### config.mk
export PLATFORM = sky130hd
export DESIGN_NAME = soundrive
export DESIGN_NICKNAME = d
export VERILOG_FILES = /design/src/rtl/soundrive_pkg.sv /design/src/rtl/bus_wr_detect.sv /design/src/rtl/soundrive.sv
export SDC_FILE = /design/constraint.sdc
export NUM_CORES = 1
export LEC_CHECK = 0
export CAP_MARGIN = 20
export CORE_MARGIN = 3
export CORE_UTILIZATION = 55
export CTS_CLUSTER_DIAMETER = 150
export DETAILED_ROUTE_END_ITERATION = 8
export MAX_ROUTING_LAYER = met4
export PLACE_DENSITY = 0.89
export SLEW_MARGIN = 5
export SYNTH_ARGS = -nofsm -noshare
export SYNTH_HDL_FRONTEND = slang
export SYNTH_SLANG_ARGS = --single-unit
### constraint.sdc
create_clock -name clk28 -period 4.3 [get_ports clk28]
set_input_delay 0.43 -clock clk28 [delete_from_list [all_inputs] [get_ports clk28]]
set_output_delay 0.43 -clock clk28 [all_outputs]
set_load 0.01 [all_outputs]
### src/rtl/soundrive_pkg.sv
// soundrive_pkg: shared types and constants for the Soundrive/Covox DAC block
package soundrive_pkg;

   typedef enum logic [1:0] {OFF, RAMP_UP, ON, RAMP_DOWN} state_t;

   localparam logic [7:0] PORT_L0    = 8'h0F;
   localparam logic [7:0] PORT_L1    = 8'h1F;
   localparam logic [7:0] PORT_R0    = 8'h4F;
   localparam logic [7:0] PORT_R1    = 8'h5F;
   localparam logic [7:0] PORT_COVOX = 8'hFB;
   localparam logic [7:0] MID        = 8'h80;

   // One unit step toward tgt; never overshoots, so no wrap-around is possible
   function automatic logic [7:0] step_to(input logic [7:0] v, input logic [7:0] tgt);
      return v < tgt ? v + 8'd1 : v > tgt ? v - 8'd1 : v;
   endfunction

endpackage

### src/rtl/bus_wr_detect.sv
// bus_wr_detect: synchronises the Z80 I/O write strobe into clk28 and emits a one-cycle pulse
module bus_wr_detect (
   input  logic clk28,
   input  logic rst_n,
   input  logic iorq_n,
   input  logic wr_n,
   input  logic m1_n,
   output logic wr_stb
);

   logic [2:0] sync;

   // Two synchroniser stages plus one history stage for edge detection
   always_ff @(posedge clk28 or negedge rst_n)
      if (!rst_n) sync <= '0;
      else        sync <= {sync[1:0], ~iorq_n & ~wr_n & m1_n};

   assign wr_stb = sync[1] & ~sync[2];

endmodule

### src/rtl/soundrive.sv
// soundrive: Soundrive/Covox sample registers with click-free soft start and soft stop
module soundrive
   import soundrive_pkg::*;
#(
   parameter int RAMP_DIV = 256
) (
   input  logic       rst_n,
   input  logic       clk28,
   input  logic       en,
   input  logic       covox_en,
   input  logic [7:0] a,
   input  logic [7:0] d,
   input  logic       iorq_n,
   input  logic       wr_n,
   input  logic       m1_n,
   output logic [7:0] sd_l0,
   output logic [7:0] sd_l1,
   output logic [7:0] sd_r0,
   output logic [7:0] sd_r1
);

   localparam int PW = RAMP_DIV > 1 ? $clog2(RAMP_DIV) : 1;

   state_t        state;
   logic [PW-1:0] presc, presc_inc;
   logic          tick, wr_stb, all_mid, all_zero, cov;
   logic [7:0]    ch [4];
   logic [7:0]    nch [4];
   logic [7:0]    wch [4];
   logic [7:0]    ports [4];

   bus_wr_detect u_wr (
      .clk28  (clk28),
      .rst_n  (rst_n),
      .iorq_n (iorq_n),
      .wr_n   (wr_n),
      .m1_n   (m1_n),
      .wr_stb (wr_stb)
   );

   assign tick      = presc == PW'(RAMP_DIV - 1);
   assign presc_inc = tick ? '0 : presc + 1'b1;
   assign cov       = covox_en && a == PORT_COVOX;
   assign ports     = '{PORT_L0, PORT_L1, PORT_R0, PORT_R1};

   // Ramped channel values for this tick, completion flags, and bus-write results
   always_comb begin
      all_mid  = 1'b1;
      all_zero = 1'b1;
      for (int i = 0; i < 4; i++) begin
         nch[i]   = tick ? step_to(ch[i], state == RAMP_UP ? MID : 8'h00) : ch[i];
         wch[i]   = (wr_stb && (a == ports[i] || cov)) ? d : ch[i];
         all_mid  = all_mid & (nch[i] == MID);
         all_zero = all_zero & (nch[i] == 8'h00);
      end
   end

   // Ramp/enable state machine owning the channel registers and the prescaler
   always_ff @(posedge clk28 or negedge rst_n)
      if (!rst_n) begin
         state <= OFF;
         presc <= '0;
         ch    <= '{default: 8'h00};
      end else begin
         case (state)
            OFF: begin
               presc <= '0;
               ch    <= '{default: 8'h00};
               if (en) state <= RAMP_UP;
            end
            RAMP_UP: begin
               presc <= presc_inc;
               if (!en) state <= RAMP_DOWN;
               else begin
                  ch <= nch;
                  if (all_mid) begin
                     state <= ON;
                     presc <= '0;
                  end
               end
            end
            ON: begin
               presc <= '0;
               if (!en) state <= RAMP_DOWN;
               else     ch <= wch;
            end
            default: begin
               presc <= presc_inc;
               if (en) state <= RAMP_UP;
               else begin
                  ch <= nch;
                  if (all_zero) begin
                     state <= OFF;
                     presc <= '0;
                  end
               end
            end
         endcase
      end

   assign sd_l0 = ch[0];
   assign sd_l1 = ch[1];
   assign sd_r0 = ch[2];
   assign sd_r1 = ch[3];

endmodule

==> results of run 1 <==
-- cell families (layout without fill, tap and decap cells) --
group	after synthesis	after routing	synth area share
and+or+nand+nor	179	179	0.246
adders and majority gates	17	17	0.0541
AOI/OAI and AO/OA	158	158	0.281
xor gates and xnor gates	23	23	0.0512
DFF	45	45	0.286
buffers and inverters	55	93	0.0598
muxes	8	8	0.0213
-- layout by cell type, fill, tap and decap left out, types with 5 or more instances in the layout --
master / count
buf_4: 6
nand3_1: 26
o22ai_1: 6
xor2_1: 7
nor2_1: 23
o21ai_0: 39
nor4_1: 7
dfrtp_1: 45
clkdlybuf4s50_1: 53
a31oi_1: 5
ha_1: 16
xnor2_1: 16
clkbuf_8: 5
nor3_1: 12
mux2i_1: 5
o31ai_1: 16
or3_1: 5
nand2b_1: 5
a21oi_1: 24
and4_1: 7
o31a_1: 5
a22o_1: 19
nand2_1: 55
inv_1: 24
-- worst max-delay path: stages, from the launching register on --
cell and delay (ns):
dfrtp_1 0.41, inv_1 0.10, ha_1 0.39, ha_1 0.43
nor4_2 0.11, nand4b_1 0.21, and2_1 0.35, nand2_1 0.14
a2111oi_0 0.62, nand4_1 0.47, o311ai_4 0.54, a211oi_1 0.14
-- flip-flops by register name, summed over array words and instances, names as in the netlist --
signal,cells
sd_r0,8
sd_l0,8
presc,8
state,2
u_wr.sync,3
sd_l1,8
sd_r1,8
-- stage by stage --
step / worst slack (ns) / instance area, sq um / utilization
floorplan: 0.834 / 3930 / -
global placement: 0.374 / 4490 / 0.653
detailed placement: 0.255 / 4490 / 0.653
CTS: 0.246 / 4600 / 0.670
global route: 0.0403 / 4640 / 0.676
finish: 0.247 / 4640 / 0.676
-- path summary, 6_finish.rpt --
kind                                    from            to  slack (ns)  cells after the start
min in group clk28              u_wr.sync[0]  u_wr.sync[1]        0.37                      0
worst min-delay path                   rst_n      sd_r0[1]        0.02                      1
worst min register to register  u_wr.sync[0]  u_wr.sync[1]        0.37                      0
worst max register to register      state[1]      presc[0]        0.25                     11
max in group asynchronous              rst_n  u_wr.sync[0]        3.78                      2
worst max-delay path                state[1]      presc[0]        0.25                     11
-- where the power goes --
part / switching (mW) / internal (mW) / total [mW] / leakage, nW
sequential: 0.342 / 0.579 / 0.920 / 0.575
combinational: 1.11 / 0.899 / 2.01 / 1.16
clock: 0.168 / 0.174 / 0.342 / 0.0543
total: 1.62 / 1.65 / 3.27 / 1.79
-- synth_stat cells, types with 5 or more instances --
cell      number  area [sq um]
mux2i_1        5          50.1
clkbuf_1      23          86.3
inv_1         24          90.1
xnor2_1       16           140
nor4_1         7          43.8
a21oi_1       24           120
nand3_1       26           130
dfrtp_1       45          1130
a22o_1        19           166
o22ai_1        6          37.5
and4_1         7          61.3
nor3_1        12          60.1
nand2_1       55           206
a31oi_1        5          31.3
xor2_1         7          61.3
o31a_1         5          43.8
or3_1          5          31.3
nor2_1        23          86.3
o21ai_0       39           195
o31ai_1       16           120
nand2b_1       5          31.3
ha_1          17           213
-- per-layer routing --
| metal | track usage | vias up | wire (um) | share of wire |
|---|---|---|---|---|
| li1 | - | 1895 | - | - |
| met1 | 0.364 | 1908 | 4690 | 0.42 |
| met2 | 0.423 | 201 | 5090 | 0.46 |
| met3 | 0.0500 | 31 | 964 | 0.087 |
| met4 | 0.105 | 0 | 320 | 0.029 |
| met5 | - | - | 0 | 0 |
-- what timing repair did --
| item | 4_1_cts | 5_1_grt |
|---|---|---|
| setup buffers | 0 | 0 |
| hold buffers | 0 | 0 |
| endpoints found under the hold margin | 0 | 0 |
| endpoints found under the setup margin | 0 | 8 |
| gates resized for setup | 0 | 3 |
-- layout make-up --
cell class                 count  area [sq um]
multi-input combinational    385          2590
fill                         582          2230
sequential                    45          1130
timing repair buffer          61           601
tap                           96           120
inverter                      24          90.1
clock buffer                   5          68.8
clock inverter                 3          46.3
==> impl_summary.md, run 1 <==
Status
The run finished with clean final reports.

Clocking
The total clock buffers created by CTS is 5. The maximum root-to-sink buffer count is 2. The H-tree generated during clock tree synthesis spans 2 levels. The later pin in the worst-skew pair is clocked with a latency of ~0.32 ns. Clock-pin slew was measured on the worst setup and hold paths at 0.10 ns. The tree is rooted in a clkbuf_8. The CTS tree is done. The tree built by TritonCTS fans out to 45 sinks.

Yosys
The synthesized area divided by synthesized cell count is approximately 8 sq um. The number of distinct library cells after synthesis is between 60 and 70. The most used flip-flop cell after synthesis is dfrtp_1.

The synthesized netlist occupies a cell area of roughly 0.0039 sq mm. Yosys printed 0 warnings. Counting every instance in the synthesized netlist gives between 400 and 500.

The number of synthesized flops with an enable pin is 0. The post-synthesis sequential area ratio is 0.286. The share of async-settable or async-resettable flops after synthesis is 1.00. In this run, synthesis produced a sequential element count of 45.

When the netlist entered floorplanning its net count stood at about 530.

Route
The total vias in the final route is a little over 4000. In the routed layout, each cell is associated on average with a via count of roughly 6.5. The number of DRC markers in iteration 0 is roughly 360.

After detailed routing, the number of remaining DRC violations is 0. After detailed routing, the average wire length per cell comes to between 15 and 20 um. The total routed wirelength is 11100 um.

Once detail routing completed, the nets flagged for antenna violations numbered 0. The iteration count of the initial detailed-routing pass is 5.

Setup path
Data arrives at the worst endpoint at 4.24 ns. STA classifies the critical path startpoint as a flop. The critical path is of the reg -> reg type. The endpoint type of the worst setup path is a flop. Data on the critical path is required at its endpoint by between 4 and 5 ns. Of all nets on the critical path, the largest fanout is 9.

STA
The final worst clock skew is between 0.01 and 0.015 ns. The setup TNS is 0 ns. The hold violation total from the final report is 0. The final period demand of the worst path is about 4.1 ns.

The worst pin sits at a relative slew slack of 0.499. Setup violations remaining at the end of the flow were counted as 0. The final period utilization is 0.942. The achievable clock frequency is between 200 and 250 MHz.

For the pin with the worst max-slew slack, the measured transition is 0.749 ns. On the final layout, the worst hold slack is between 0.02 and 0.025 ns. Setup repair after global routing left no endpoint under its margin. The final max-slew violation count is 0.

Placed design
The number of cells in the design after placement is 610. The placer's final routability congestion estimate is approximately 1. Port buffering added 54 buffers. The half-perimeter wire length of the detailed placement result is between 7000 and 8000 um.

Power
The worst-case IR drop observed on VDD is 395 uV. Summing internal, switching and leakage power gives about 3.3 mW. The total power per unit cell area is a little over 700 mW/mm^2. In this run the static leakage power is 1.79 nW.

Global routing
The number of global-route vias before repair is 3679. The first global-routing pass estimated 18000 um of wire. The number of antenna violations at the first check in global routing came to 0. The global-route usage over all layers is 0.276. The maximum number of pins on one net before global-route repair is between 40 and 50. The leftover overflow at the end of global routing is 0.

Layout
The repair_antennas step left the layout with diodes totalling 0. The number of standard cells in the layout, taps in and fillers out is 619. The net count reported at finish is approximately 560. Compared with the post-synthesis result, the final layout area differs by 18.1%. In the final layout, the share of cells above drive strength 1 is 0.0631.

Die
In this run the horizontal extent of the chip is 90.5 um. The die is between 90 and 100 um tall. For this configuration, the core starts out at a cell density of 0.572. For this design the top-level I/O count stands at 55. The placement row count is 30. The floorplan die area is roughly 0.0082 sq mm. The core area is between 0.006 and 0.007 sq mm.

Run
The number of maximum-capacitance constraint violations is 0.

Hold path
The worst min-delay path class is in -> async.
Note: power is estimated with default switching activity, not from simulation.
==> inputs of run 2 (changes only) <==
CORE_UTILIZATION = 51   (was 55)
PLACE_DENSITY = 0.87   (was 0.89)
clock period = 3.65 ns   (was 4.3 ns; I/O delays follow)
==> impl_summary.md, run 2 (synthesis gave the netlist of run 1 again) <==
Die
The die is around 94 um tall. The width of the die is 93.8 um. The initial core utilization is 0.533. The floorplan has 31 rows.

The floorplan step defined a die boundary enclosing 0.00880 sq mm. The core area is 0.00737 sq mm. Pin placement for this block handled 55 I/O pins.

Clocking
For this design, the sink count on the clock tree is 45. The number of clock buffers added by TritonCTS is 5. The maximum root-to-sink buffer count is 2.

Clock-pin slew was measured on the worst setup and hold paths at about 0.09 ns. The cell sitting at the root of the clock tree is a clkbuf_8. The H-tree was split into 2 levels.

The clock latency of the later-clocked register in the worst-skew pair is 0.31 ns. TritonCTS built the clock tree.

Route
For this block, the via count after detailed routing is 4184. For this run, design rule violations remaining after detail routing come to 0. The first routing iteration left between 400 and 500 violations.

After detailed routing, the average wire length per cell comes to about 18 um. The total routed wirelength is between 10000 and 15000 um. The iteration count of the initial detailed-routing pass is 5.

Once detail routing completed, the nets flagged for antenna violations numbered 0. In the routed layout, each cell is associated on average with a via count of between 6 and 7.

Setup path
The endpoint type of the worst setup path is a flop. The kind of cell with the highest combined delay on the critical path is simple AND/OR/NAND/NOR gates. The sort of element at the start of the critical path is a flop. The class of the most critical setup path is reg -> reg. The critical path crosses 11 cells after its start point.

The largest individual stage delay along the critical path comes from the cell or4b_4. The highest fanout seen on the critical path is 4. The delay of the slowest cell on the worst path is 0.57 ns. In this run the critical register-to-register path is launched from state[1]. The source of the critical timing path is state[1]. The required time of the critical path is 3.89 ns. The number of buffers and inverters on the critical path is 1. STA puts the critical path data arrival time at roughly 3.7 ns. The worst reg2reg path depth is 11. The critical path goes through inv_1 > ha_2 > ha_1 > or3b_2 > o311ai_4 > a221oi_2 > xnor2_1 > or4b_4 > o22a_1 > or4b_1 > nand3_1.

STA
Setup slack closes at roughly 0.18 ns. The final worst clock skew is 0.0104 ns. The smallest hold slack is approximately 0.36 ns. The total of endpoints with negative setup slack in the final report is 0. Setup repair after global routing left no endpoint under its margin. For the pin with the worst max-slew slack, the measured transition is between 0.8 and 0.9 ns. The final period utilization is 0.952. Derived from the worst setup path, the maximum achievable clock frequency is approximately 290 MHz. The hold violation total from the final report is 0. For the finished layout, the period the worst path requires is ~3.5 ns. Setup total negative slack on the finished layout was measured at 0 ns.

The worst pin sits at a relative slew slack of 0.450. The final max-slew violation count was 0.

Power
The total power after layout is 4.06 mW. The largest voltage drop on the vdd net is around 400 uV. The static leakage is approximately 1.9 nW. The total power per unit cell area is a little over 800 mW/mm^2.

Status
The run finished with clean final reports.

Layout
For this run, the post-layout net count is between 500 and 600. From synthesis to final layout, the design area changed by 24.7%. The utilization after layout is 0.665.

Leaving out fill and tap cells, the most frequent cell in the layout is nand2_1. The count of antenna diodes in the layout is 0. In the layout the commonest cells are nand2_1 (55), clkdlybuf4s50_1 (53), dfrtp_1 (45). The fraction of final layout cells sized beyond drive strength 1 is 0.124.

Placed design
Buffers placed on the I/O ports in this run total 54. The half-perimeter wire length of the detailed placement result is approximately 8400 um. The worst-case setup slack after placement is approximately 0.043 ns. Routability-driven placement finished with a final weighted congestion of about 0.9.

Global routing
The maximum number of pins on one net before global-route repair is between 40 and 50. The first-pass GRT wire length is 18600 um. The number of global-route vias before repair came to approximately 3800. The number of antenna violations at the first check in global routing was 0.

After global routing the overflow that remains totals 0. Across every metal layer, demand over resource in global routing totals 0.273.

Hold path
The startpoint identified for the worst hold timing path is u_wr.sync[0]. The worst min-delay path class is reg -> reg. The instance count along the most critical hold path is 0.

Run
Across the run, the number of max-cap violations was 0.
run 2: timing repair:
action,in CTS,in global routing
gates resized for setup,0,16
hold endpoints to repair,0,14
hold buffers,0,1
endpoints found under the setup margin,0,10
buffers inserted,0,6
run 2: final cells by class:
type                            instances  area [sq um]
Clock buffer                            5          68.8
Multi-Input combinational cell        385          2650
Fill cell                             652          2470
Sequential cell                        45          1130
Timing Repair Buffer                   88           806
Inverter                               24          90.1
Clock inverter                          2          35.0
Tap cell                               99           124
run 2: worst paths after layout:
path / to / slack, ns
max in group asynchronous: sd_l0[1] / 2.62
worst min-delay path: u_wr.sync[1] / 0.36
worst min register to register: u_wr.sync[1] / 0.36
worst max-delay path: state[1] / 0.18
min in group asynchronous: sd_l1[4] / 0.51
worst max register to register: state[1] / 0.18
run 2: per-layer routing:
| layer | GRT usage | routed length (um) |
|---|---|---|
| met5 | - | 0 |
| met4 | 0.0951 | 292 |
| met2 | 0.435 | 5690 |
| met1 | 0.357 | 4950 |
| met3 | 0.0393 | 968 |
run 2: power by group:
group | internal [mW] | switching, mW
Clock | 0.199 | 0.181
Sequential | 0.682 | 0.372
Combinational | 1.19 | 1.43
run 2: per-stage QoR:
| step | instance area (sq um) | instances |
|---|---|---|
| floorplan | 3930 | 485 |
| global placement | 4640 | 633 |
| detailed placement | 4640 | 633 |
| CTS | 4740 | 640 |
| global route | 4900 | 648 |
| finish | 4900 | 648 |
run 2: worst register-to-register path: cells and delay by family, from the launching register on:
family	cells	cell delay, ns
AND/OR/NAND/NOR	4	1.65
AO/OA/AOI/OAI	3	0.65
adder cells (fa/ha/maj)	2	0.50
flip-flops	1	0.35
XOR/XNOR	1	0.20
buffers and inverters	1	0.07
